<file path="src/rtl/fpga20_bus_support.sv">
// Pin-side front end for the fpga20 Z80-bus peripheral: strobe/PHI synchronisers,
// PHI rising-edge pulse and two free-running LED blink counters.
module fpga20_bus_support #(
  parameter int unsigned SYNC_STAGES = 2,
  parameter int unsigned CNT1_WIDTH  = 24,
  parameter int unsigned CNT2_WIDTH  = 22
) (
  input  logic CLK1,
  input  logic RST,
  input  logic PHI,
  input  logic IORQ,
  input  logic RD,
  input  logic WR,
  output logic io_read,
  output logic io_write,
  output logic phi_read,
  output logic phi_edge,
  output logic blink1,
  output logic blink2
);

  logic                   rd_req;
  logic                   wr_req;
  logic [SYNC_STAGES-1:0] rd_sync;
  logic [SYNC_STAGES-1:0] wr_sync;
  logic [SYNC_STAGES-1:0] phi_sync;
  logic [SYNC_STAGES-1:0] fill;
  logic                   phi_prev;
  logic                   phi_armed;
  logic [CNT1_WIDTH-1:0]  cnt1;
  logic [CNT2_WIDTH-1:0]  cnt2;

  always_comb begin
    rd_req = ~IORQ & ~RD;
    wr_req = ~IORQ & ~WR;
  end

  // fill marks when phi_read carries a real PHI sample rather than the reset
  // value; the edge detector only arms after such a sample reads low, so a
  // PHI that is already high at reset release cannot produce a pulse.
  always_ff @(posedge CLK1 or posedge RST) begin
    if (RST) begin
      rd_sync   <= '0;
      wr_sync   <= '0;
      phi_sync  <= '0;
      fill      <= '0;
      phi_prev  <= 1'b0;
      phi_armed <= 1'b0;
      cnt1      <= '0;
      cnt2      <= '0;
    end else begin
      rd_sync   <= {rd_sync[SYNC_STAGES-2:0], rd_req};
      wr_sync   <= {wr_sync[SYNC_STAGES-2:0], wr_req};
      phi_sync  <= {phi_sync[SYNC_STAGES-2:0], PHI};
      fill      <= {fill[SYNC_STAGES-2:0], 1'b1};
      phi_prev  <= phi_read;
      phi_armed <= phi_armed | (fill[SYNC_STAGES-1] & ~phi_read);
      cnt1      <= cnt1 + 1'b1;
      if (phi_edge) cnt2 <= cnt2 + 1'b1;
    end
  end

  always_comb begin
    io_read  = rd_sync[SYNC_STAGES-1];
    io_write = wr_sync[SYNC_STAGES-1];
    phi_read = phi_sync[SYNC_STAGES-1];
    phi_edge = phi_read & ~phi_prev & phi_armed;
    blink1   = cnt1[CNT1_WIDTH-1];
    blink2   = cnt2[CNT2_WIDTH-1];
  end

endmodule

</file>
<file path="config.mk">
export PLATFORM = sky130hd
export DESIGN_NAME = fpga20_bus_support
export DESIGN_NICKNAME = d
export VERILOG_FILES = /design/src/rtl/fpga20_bus_support.sv
export SDC_FILE = /design/constraint.sdc
export NUM_CORES = 1
export LEC_CHECK = 0
export CORE_MARGIN = 10
export CORE_UTILIZATION = 40
export CTS_CLUSTER_SIZE = 14
export DETAILED_ROUTE_END_ITERATION = 12
export SLEW_MARGIN = 20
export SYNTH_ARGS = -nofsm -noshare
export SYNTH_HDL_FRONTEND = slang
export SYNTH_SLANG_ARGS = --single-unit
</file>
<file path="constraint.sdc">
create_clock -name CLK1 -period 3.76 [get_ports CLK1]
set_clock_uncertainty 0.05 [all_clocks]
set_input_delay 0.564 -clock CLK1 [delete_from_list [all_inputs] [get_ports CLK1]]
set_output_delay 0.564 -clock CLK1 [all_outputs]
set_load 0.01 [all_outputs]
</file>
# --- After elaboration in Yosys (flattened, before gate mapping) ---
# Cells that the tools add are included.
totals:
  output_inout_bits: 6
  mem_count: 0
  inputBits: 6
  latch_bits: 0
  romBits: 0
  ram_bits: 0
  word_cells: 21
  reg_bits: 56
classes:
  n_shift: 0
  div: 0
  n_lt_le_gt_ge: 0
  eq_ne: 0
  n_mux: 0
  bitwise_logic: 11
  n_mul: 0
  n_addsub: 2
  reduce_logical: 0
ops:
  columns: ["operator", "count"]
  rows:
  - ["$add A24 B1 Y24 const B", 1]
  - ["$add A22 B1 Y22 const B", 1]
  - ["$and A1 B1 Y1", 5]
  - ["$not A1 Y1", 5]
  - ["$or A1 B1 Y1", 1]

# --- Depth between registers and ports, before layout ---
# Gate-level depths: netlist of the first run.
logic_depth:
  word_depth: 3
  ltp_mapped: 5
  depth_no_buf: 5

# --- Worst setup path before layout of the first run ---
# Ideal clock, no wire load.
synth_timing:
  path_type: "register -> register"
  startpoint: "register phi_sync[1]"
  endpoint: "register cnt2[21]"
  t_required_ns: 3.586
  slack_ns: 2.299
  t_arrival_ns: 1.286
  path_buffers: 0
  stages_incl_launch_ff: 6
  cell_sequence: "dfrtp_1 > nand3b_4 > inv_1 > and4_1 > nand4_1 > xnor2_1"
synth_via:
  elab_chain_len: 2
synth_lines:
  columns: ["element", "line_no", "text"]
  rows:
  - ["start, declared", "26", "logic [SYNC_STAGES-1:0] phi_sync;"]
  - ["start signal, assigned", "54", "phi_sync <= {phi_sync[SYNC_STAGES-2:0], PHI};"]
  - ["$and A1 B1 Y1 (2 in a row)", "67", "phi_edge = phi_read & ~phi_prev & phi_armed;"]
  - ["net phi_edge", "17", "output logic phi_edge,"]
  - ["end signal, assigned", "59", "if (phi_edge) cnt2 <= cnt2 + 1'b1;"]
  - ["end, declared", "31", "logic [CNT2_WIDTH-1:0] cnt2;"]
# The timed path passes the listed nets, and every way through them passes these cells.
# A chain may end at the register's enable or synchronous reset.

# --- Final worst setup path of the first run ---
layout_timing:
  startpoint: "register phi_sync[1]"
  endpoint: "output phi_edge"
layout_via:
  elab_chain_len: 2
layout_lines:
  columns: ["element", "line_no"]
  rows:
  - ["$and A1 B1 Y1 (2 in a row)", "67"]
  - ["end, declared", "17"]
# No other way between the ends.

==> results of run 1 <==
power by group:
group | internal (W) | total (W) | switching, W
Sequential | 0.000631 | 0.000667 | 0.0000353
Clock | 0.000197 | 0.000384 | 0.000187
Combinational | 0.0000350 | 0.0000719 | 0.0000370
cell usage in the layout (no fill, tap or decap), types with 2 or more instances in the layout:
master,synthesis,final
sky130_fd_sc_hd__and2_1,2,2
sky130_fd_sc_hd__and3_1,5,5
sky130_fd_sc_hd__and3_2,2,2
sky130_fd_sc_hd__and4_1,5,5
sky130_fd_sc_hd__clkbuf_8,0,5
sky130_fd_sc_hd__clkdlybuf4s50_1,0,11
sky130_fd_sc_hd__dfrtp_1,56,56
sky130_fd_sc_hd__ha_1,2,2
sky130_fd_sc_hd__inv_1,5,4
sky130_fd_sc_hd__nand2_1,14,14
sky130_fd_sc_hd__nand3_1,18,18
sky130_fd_sc_hd__nand4_1,11,11
sky130_fd_sc_hd__nor2_1,10,10
sky130_fd_sc_hd__nor3_1,2,2
sky130_fd_sc_hd__nor4_4,2,2
sky130_fd_sc_hd__xnor2_1,30,30
sky130_fd_sc_hd__xor2_1,12,12
cell families after synthesis:
logic type	Yosys count
simple gates	78
flops	56
xor+xnor	43
buf+inv	6
fa+ha+maj	2
compound gates	1
other cells	1
layout make-up:
cell class	count	area share, %
clock inverters	3	1.598
well taps	72	3.385
clock buffers	5	2.586
repair buffers	12	4.419
multi-input cells	125	34.65
inverters	5	0.7052
flip-flops and latches	56	52.66
through the flow:
step | hold slack (ns) | setup slack, ns
CTS | 0.3090 | 1.462
global route | 0.3230 | 1.403
detailed placement | 0.2847 | 1.824
finish | 0.3060 | 1.495
floorplan | 0.2812 | 1.775
global placement | 0.2844 | 1.856
sequential cells by signal, summed over array words and instances (netlist names):
| name | cells |
|---|---|
| wr_sync | 2 |
| phi_armed | 1 |
| rd_sync | 2 |
| fill | 2 |
| cnt2 | 22 |
| phi_sync | 2 |
| phi_prev | 1 |
| cnt1 | 24 |
routing by layer:
layer,routed length [µm],vias up,GRT usage (%)
met5,0,-,0
met3,181,2,3.407
met1,1759,662,9.975
met2,1394,16,11.61
met4,19,0,2.706
li1,-,672,-
final timing paths:
check	cells after the start	end	from	slack [ns]
max	3	phi_edge	phi_sync[1]$_DFF_PP0_	1.50
min	0	fill[1]$_DFF_PP0_	fill[0]$_DFF_PP0_	0.31
max reg2reg	5	cnt2[6]$_DFFE_PP0P_	cnt2[0]$_DFFE_PP0P_	2.16
min reg2reg	0	fill[1]$_DFF_PP0_	fill[0]$_DFF_PP0_	0.31
max in group asynchronous	3	cnt2[11]$_DFFE_PP0P_	RST	2.31
min in group asynchronous	2	cnt1[3]$_DFF_PP0_	RST	0.58
==> report_table.html, run 1 <==
<table>
<tr><th>Metric</th><th>Value</th></tr>
<tr><th colspan="2">Run status</th></tr>
<tr><td>Result of the run</td><td>complete, no violations</td></tr>
<tr><th colspan="2">Synthesis</th></tr>
<tr><td>Mean cell area of the mapped netlist</td><td>between 10 and 15 µm²</td></tr>
<tr><td>Number of warnings issued by yosys</td><td>0</td></tr>
<tr><td>Seq cells post-synth</td><td>56</td></tr>
<tr><td>Cell with the most instances after synthesis</td><td>sky130_fd_sc_hd__dfrtp_1</td></tr>
<tr><td>Sequential element share of the synthesized area</td><td>~60%</td></tr>
<tr><td>Share of the synthesized area in compound gates (AO/OA/AOI/OAI)</td><td>0.3195%</td></tr>
<tr><td>Post-Syn Instances</td><td>around 190</td></tr>
<tr><td>Adder-Cell Fraction of Synth Area</td><td>roughly 1.1%</td></tr>
<tr><td>Syn nets</td><td>195</td></tr>
<tr><td>Simple-Gate Fraction of Synth Area</td><td>21.35%</td></tr>
<tr><td>Most frequent cells after synthesis</td><td>sky130_fd_sc_hd__dfrtp_1, sky130_fd_sc_hd__xnor2_1, sky130_fd_sc_hd__nand3_1</td></tr>
<tr><td>Number of enable flip-flop cells after synthesis</td><td>0</td></tr>
<tr><td>Cell type with the highest aggregate area in the netlist</td><td>sky130_fd_sc_hd__dfrtp_1</td></tr>
<tr><td>Most frequently used flop master after synthesis</td><td>sky130_fd_sc_hd__dfrtp_1</td></tr>
<tr><td>Multiplexer share of the synthesized area</td><td>0%</td></tr>
<tr><td>Post-synthesis xor/xnor area fraction</td><td>between 10% and 20%</td></tr>
<tr><td>Summed instance area of the synthesized netlist</td><td>around 2300 µm²</td></tr>
<tr><td>Synth top area share</td><td>approximately three fifths</td></tr>
<tr><td>Main combinational cell family by area after synthesis</td><td>simple AND/OR/NAND/NOR gates</td></tr>
<tr><td>Number of distinct library cells after synthesis</td><td>26</td></tr>
<tr><td>Share of synthesized flip-flops with an asynchronous set or reset</td><td>100.0%</td></tr>
<tr><td>Cell types occupying the most area after synthesis</td><td>sky130_fd_sc_hd__dfrtp_1, sky130_fd_sc_hd__xnor2_1, sky130_fd_sc_hd__xor2_1</td></tr>
<tr><th colspan="2">GRT</th></tr>
<tr><td>Number of antenna violations at the first check in global routing</td><td>0</td></tr>
<tr><td>GRT Total Usage</td><td>7.865%</td></tr>
<tr><td>Vias in the first global route</td><td>1368</td></tr>
<tr><td>Maximum number of pins on one net before global-route repair</td><td>30</td></tr>
<tr><td>Wire length of the first global-routing pass</td><td>approximately 6300 µm</td></tr>
<tr><td>Overflow left after global routing</td><td>0</td></tr>
<tr><th colspan="2">Cells and area</th></tr>
<tr><td>Fraction of layout instances using a drive strength above 1</td><td>10.19%</td></tr>
<tr><td>Signed area change from the synthesized netlist to the final layout</td><td>13.26%</td></tr>
<tr><td>Design Area, Final</td><td>2661 µm²</td></tr>
<tr><td>Filler-free cell count of the finished design</td><td>between 200 and 300</td></tr>
<tr><td>Multi-input logic area</td><td>922.1 µm²</td></tr>
<tr><td>Fillcell total</td><td>between 500 and 600</td></tr>
<tr><td>Final nets</td><td>between 200 and 250</td></tr>
<tr><td>Post-Route Utilization</td><td>between 40 and 50%</td></tr>
<tr><td>Antenna cells</td><td>0</td></tr>
<tr><td>Storage cell area</td><td>1401 µm²</td></tr>
<tr><th colspan="2">Critical path</th></tr>
<tr><td>Buffering stage count on the worst path with inverters included</td><td>2</td></tr>
<tr><td>Setup Crit Path Kind</td><td>reg -&gt; out</td></tr>
<tr><td>Biggest fanout along the worst timing path</td><td>7</td></tr>
<tr><td>Type of element capturing the critical path</td><td>primary output</td></tr>
<tr><td>Slowest-stage cell, CP</td><td>sky130_fd_sc_hd__clkdlybuf4s50_1</td></tr>
<tr><td>Worst endpoint data arrival time</td><td>1.65 ns</td></tr>
<tr><td>CP Data Required Time</td><td>~3.2 ns</td></tr>
<tr><td>Delay-heaviest family, CP</td><td>buffers and inverters</td></tr>
<tr><td>Cell breakdown of the critical path</td><td>nand3b_4, inv_1, clkdlybuf4s50_1</td></tr>
<tr><td>Startpoint kind of the worst setup timing path</td><td>flip-flop</td></tr>
<tr><td>Largest stage delay, worst path</td><td>between 0.5 and 0.6 ns</td></tr>
<tr><th colspan="2">Floorplanning</th></tr>
<tr><td>Overall die width</td><td>a little under 100 µm</td></tr>
<tr><td>Top Ports</td><td>12</td></tr>
<tr><td>Initial standard-cell utilization of the core</td><td>between 40% and 50%</td></tr>
<tr><td>CORE AREA</td><td>about 5600 µm²</td></tr>
<tr><td>Die Footprint</td><td>around 9300 µm²</td></tr>
<tr><td>Row Count</td><td>27</td></tr>
<tr><td>Die outline height</td><td>~97 µm</td></tr>
<tr><th colspan="2">Clock network</th></tr>
<tr><td>CTS tree</td><td>done</td></tr>
<tr><td>Clk slew on worst S/H paths</td><td>about 0.090 ns</td></tr>
<tr><td>Post-CTS Resized</td><td>0</td></tr>
<tr><td>CTS Sinks</td><td>56</td></tr>
<tr><td>Post-CTS repair timing setup buffer count</td><td>0</td></tr>
<tr><td>Maximum root-to-sink buffer count</td><td>2</td></tr>
<tr><td>Worst-Skew Late Latency</td><td>approximately 0.30 ns</td></tr>
<tr><td>Buffer type at the clock tree root</td><td>sky130_fd_sc_hd__clkbuf_8</td></tr>
<tr><td>H-Tree Level Count</td><td>2</td></tr>
<tr><td>CTS Hold Buffers Added</td><td>0</td></tr>
<tr><td>Total CTS buffers</td><td>5</td></tr>
<tr><th colspan="2">Power and ir drop</th></tr>
<tr><td>Power per cell area</td><td>~420 nW/µm²</td></tr>
<tr><td>Max rail drop VDD</td><td>around 240 µV</td></tr>
<tr><td>Tot Pwr</td><td>around 0.0011 W</td></tr>
<tr><td>Lkg Pwr</td><td>~1.3 nW</td></tr>
<tr><th colspan="2">Drt</th></tr>
<tr><td>Initial DRC count</td><td>24</td></tr>
<tr><td>Vias per std cell</td><td>approximately 4.9</td></tr>
<tr><td>Mean routed wirelength per cell</td><td>approximately 12 µm</td></tr>
<tr><td>Vias after detailed routing</td><td>1352</td></tr>
<tr><td>Routed WL</td><td>approximately 3400 µm</td></tr>
<tr><td>Residual antenna-violating net count after detailed routing</td><td>0</td></tr>
<tr><td>Number of design rule violations left after detail routing</td><td>0</td></tr>
<tr><td>Detailed-routing iteration count for the pre-antenna-repair pass</td><td>4</td></tr>
<tr><th colspan="2">STA</th></tr>
<tr><td>Final Hold Vio Count</td><td>0</td></tr>
<tr><td>Period utilisation layout</td><td>about three fifths</td></tr>
<tr><td>Max_slew headroom</td><td>62.26%</td></tr>
<tr><td>Total Neg Setup Slack</td><td>0 ns</td></tr>
<tr><td>Clock period minus worst slack</td><td>~2.3 ns</td></tr>
<tr><td>Highest Clock Rate</td><td>0.4416 GHz</td></tr>
<tr><td>Max-slew violation count</td><td>0</td></tr>
<tr><td>Slew at the pin closest to its max-slew limit</td><td>between 0.5 and 0.6 ns</td></tr>
<tr><td>RSZ-0062 raised after global routing</td><td>no</td></tr>
<tr><td>Final-report setup violation count</td><td>0</td></tr>
<tr><th colspan="2">Placed design</th></tr>
<tr><td>DP Area</td><td>2550 µm²</td></tr>
<tr><td>Count of buffers from port buffering</td><td>11</td></tr>
<tr><td>Placed cell count</td><td>270</td></tr>
<tr><td>RePlAce Congestion</td><td>~0.70</td></tr>
<tr><td>Final HPWL DP</td><td>between 2000 and 2500 µm</td></tr>
<tr><th colspan="2">Job</th></tr>
<tr><td>Max_cap viols</td><td>0</td></tr>
<tr><th colspan="2">Hold path</th></tr>
<tr><td>Class of the most critical hold timing path</td><td>reg -&gt; reg</td></tr>
</table>
Note: power is estimated with default switching activity, not from simulation.
==> inputs of run 2 (changes only) <==
==> constraint.sdc (replaced) <==
create_clock -name CLK1 -period 2 [get_ports CLK1]
set_clock_uncertainty 0.05 [all_clocks]
set_input_delay 0.3 -clock CLK1 [delete_from_list [all_inputs] [get_ports CLK1]]
set_output_delay 0.3 -clock CLK1 [all_outputs]
set_load 0.01 [all_outputs]
==> report_table.html, run 2 (same netlist as run 1, synthesis figures left out) <==
<table>
<tr><th>Metric</th><th>Value</th></tr>
<tr><th colspan="2">Critical path</th></tr>
<tr><td>CP Data Required Time</td><td>roughly 1.7 ns</td></tr>
<tr><td>Biggest fanout along the worst timing path</td><td>6</td></tr>
<tr><td>Slack of the worst reg-to-reg path</td><td>between 0.3 and 0.4 ns</td></tr>
<tr><td>Startpoint kind of the worst setup timing path</td><td>flip-flop</td></tr>
<tr><td>Type of element capturing the critical path</td><td>primary output</td></tr>
<tr><td>Setup Crit Path Kind</td><td>reg -&gt; out</td></tr>
<tr><td>Worst endpoint data arrival time</td><td>~1.5 ns</td></tr>
<tr><th colspan="2">Drt</th></tr>
<tr><td>Vias after detailed routing</td><td>between 1000 and 1500</td></tr>
<tr><td>Detailed-routing iteration count for the pre-antenna-repair pass</td><td>4</td></tr>
<tr><td>Initial DRC count</td><td>between 40 and 50</td></tr>
<tr><td>Residual antenna-violating net count after detailed routing</td><td>0</td></tr>
<tr><td>Vias per std cell</td><td>~4.8</td></tr>
<tr><td>Mean routed wirelength per cell</td><td>~12 µm</td></tr>
<tr><td>Routed WL</td><td>between 3000 and 4000 µm</td></tr>
<tr><td>Number of design rule violations left after detail routing</td><td>0</td></tr>
<tr><th colspan="2">Placed design</th></tr>
<tr><td>Count of buffers from port buffering</td><td>11</td></tr>
<tr><td>Final HPWL DP</td><td>2374 µm</td></tr>
<tr><td>RePlAce Congestion</td><td>about 0.70</td></tr>
<tr><td>Post-place setup slack</td><td>just over 0.3 ns</td></tr>
<tr><td>Placed cell count</td><td>270</td></tr>
<tr><th colspan="2">Clock network</th></tr>
<tr><td>Worst-Skew Late Latency</td><td>between 0.3 and 0.4 ns</td></tr>
<tr><td>Total CTS buffers</td><td>5</td></tr>
<tr><td>Buffer type at the clock tree root</td><td>sky130_fd_sc_hd__clkbuf_8</td></tr>
<tr><td>Maximum root-to-sink buffer count</td><td>2</td></tr>
<tr><td>Clk slew on worst S/H paths</td><td>about 0.11 ns</td></tr>
<tr><td>H-Tree Level Count</td><td>2</td></tr>
<tr><td>CTS Sinks</td><td>56</td></tr>
<tr><td>CTS Hold Buffers Added</td><td>0</td></tr>
<tr><td>CTS tree</td><td>done</td></tr>
<tr><th colspan="2">GRT</th></tr>
<tr><td>Wire length of the first global-routing pass</td><td>6348 µm</td></tr>
<tr><td>Number of antenna violations at the first check in global routing</td><td>0</td></tr>
<tr><td>Vias in the first global route</td><td>~1400</td></tr>
<tr><td>Maximum number of pins on one net before global-route repair</td><td>57</td></tr>
<tr><td>GRT Total Usage</td><td>7.868%</td></tr>
<tr><td>Overflow left after global routing</td><td>0</td></tr>
<tr><th colspan="2">Cells and area</th></tr>
<tr><td>Filler-free cell count of the finished design</td><td>280</td></tr>
<tr><td>Leading cell types in the layout, fill and taps excluded</td><td>sky130_fd_sc_hd__dfrtp_1, sky130_fd_sc_hd__xnor2_1, sky130_fd_sc_hd__nand3_1, sky130_fd_sc_hd__nand2_1, sky130_fd_sc_hd__xor2_1</td></tr>
<tr><td>Register containing the most flip-flops in the final layout</td><td>cnt1</td></tr>
<tr><td>Final nets</td><td>around 220</td></tr>
<tr><td>Leading registers by flop count</td><td>cnt1 x24, cnt2 x22</td></tr>
<tr><td>Signed area change from the synthesized netlist to the final layout</td><td>13.90%</td></tr>
<tr><td>Antenna cells</td><td>0</td></tr>
<tr><td>Fillcell total</td><td>~550</td></tr>
<tr><td>Most common cell after layout, fill and taps aside</td><td>sky130_fd_sc_hd__dfrtp_1</td></tr>
<tr><td>Flip-flop count of the largest register, all copies and words added</td><td>24</td></tr>
<tr><td>Fraction of layout instances using a drive strength above 1</td><td>approximately 12%</td></tr>
<tr><td>Post-Route Utilization</td><td>47.72%</td></tr>
<tr><th colspan="2">Run status</th></tr>
<tr><td>Result of the run</td><td>complete, no violations</td></tr>
<tr><th colspan="2">Job</th></tr>
<tr><td>Max_cap viols</td><td>0</td></tr>
<tr><th colspan="2">Power and ir drop</th></tr>
<tr><td>Power per cell area</td><td>~760 nW/µm²</td></tr>
<tr><td>Lkg Pwr</td><td>between 1 and 1.5 nW</td></tr>
<tr><td>Max rail drop VDD</td><td>roughly 350 µV</td></tr>
<tr><th colspan="2">STA</th></tr>
<tr><td>Final-layout worst hold slack</td><td>roughly 0.28 ns</td></tr>
<tr><td>Total Neg Setup Slack</td><td>0 ns</td></tr>
<tr><td>Highest Clock Rate</td><td>0.5469 GHz</td></tr>
<tr><td>RSZ-0062 raised after global routing</td><td>no</td></tr>
<tr><td>Max-slew violation count</td><td>0</td></tr>
<tr><td>Period utilisation layout</td><td>between 90% and 100%</td></tr>
<tr><td>Clock period minus worst slack</td><td>around 1.8 ns</td></tr>
<tr><td>Final Hold Vio Count</td><td>0</td></tr>
<tr><td>Final-report setup violation count</td><td>0</td></tr>
<tr><td>Min setup slack post-route</td><td>0.1715 ns</td></tr>
<tr><th colspan="2">Hold path</th></tr>
<tr><td>Class of the most critical hold timing path</td><td>in -&gt; async</td></tr>
<tr><th colspan="2">Floorplanning</th></tr>
<tr><td>Initial standard-cell utilization of the core</td><td>roughly two fifths</td></tr>
<tr><td>Overall die width</td><td>96.65 µm</td></tr>
<tr><td>Top Ports</td><td>12</td></tr>
<tr><td>Die Footprint</td><td>between 9000 and 10000 µm²</td></tr>
<tr><td>CORE AREA</td><td>about 5600 µm²</td></tr>
<tr><td>Row Count</td><td>27</td></tr>
<tr><td>Die outline height</td><td>about 97 µm</td></tr>
</table>
run 2: area by class of cell:
| class | count | area, µm² | area share, % |
|---|---|---|---|
| flip-flops and latches | 56 | 1401 | 52.36 |
| inverters | 5 | 21.27 | 0.7948 |
| repair buffers | 14 | 145.1 | 5.423 |
| multi-input cells | 125 | 922.1 | 34.46 |
| clock buffers | 5 | 68.82 | 2.571 |
| clock inverters | 3 | 27.53 | 1.029 |
| well taps | 72 | 90.09 | 3.366 |
run 2: worst paths after layout:
| path | from | endpoint | cells after the start |
|---|---|---|---|
| max in group asynchronous | RST | cnt1[10]$_DFF_PP0_ | 3 |
| hold / removal | RST | rd_sync[0]$_DFF_PP0_ | 3 |
| min in group CLK1 | rd_sync[0]$_DFF_PP0_ | rd_sync[1]$_DFF_PP0_ | 0 |
| hold reg to reg | rd_sync[0]$_DFF_PP0_ | rd_sync[1]$_DFF_PP0_ | 0 |
| setup reg to reg | cnt2[0]$_DFFE_PP0P_ | cnt2[6]$_DFFE_PP0P_ | 5 |
| setup / recovery | phi_prev$_DFF_PP0_ | phi_edge | 3 |
run 2: where the power goes:
group / leakage, nW / internal (W) / total (W) / switching (W)
registers: 0.739 / 0.00119 / 0.00125 / 0.0000672
logic: 0.471 / 0.0000719 / 0.000145 / 0.0000728
clock network: 0.0463 / 0.000258 / 0.000644 / 0.000386
total: 1.26 / 0.00152 / 0.00204 / 0.000526
run 2: what timing repair did:
item                                    CTS  global route
setup buffers                             1             1
gates cloned                              0             0
gates resized for setup                   1             1
endpoints found under the setup margin    1             1
run 2: stage by stage:
step / cell area (µm²) / power [W]
6_report: 2676 / 0.002043
5_1_grt: 2676 / 0.002159
4_1_cts: 2666 / 0.002076
3_5_place_dp: 2562 / 0.001422
3_3_place_gp: 2562 / 0.001415
2_1_floorplan: 2350 / 0.001363
run 2: worst max-delay path: stages, from the launching register on:
cell and delay [ns]:
sky130_fd_sc_hd__dfrtp_1 0.38, sky130_fd_sc_hd__nand3b_4 0.17, sky130_fd_sc_hd__inv_4 0.08, sky130_fd_sc_hd__clkdlybuf4s50_1 0.54
run 2: metal layers:
layer	up-vias	GRT usage (%)	wire length (µm)
met5	-	0	0
met4	0	3.044	29
met3	4	3.194	172
met2	17	11.91	1506
met1	662	9.732	1743
li1	671	-	-
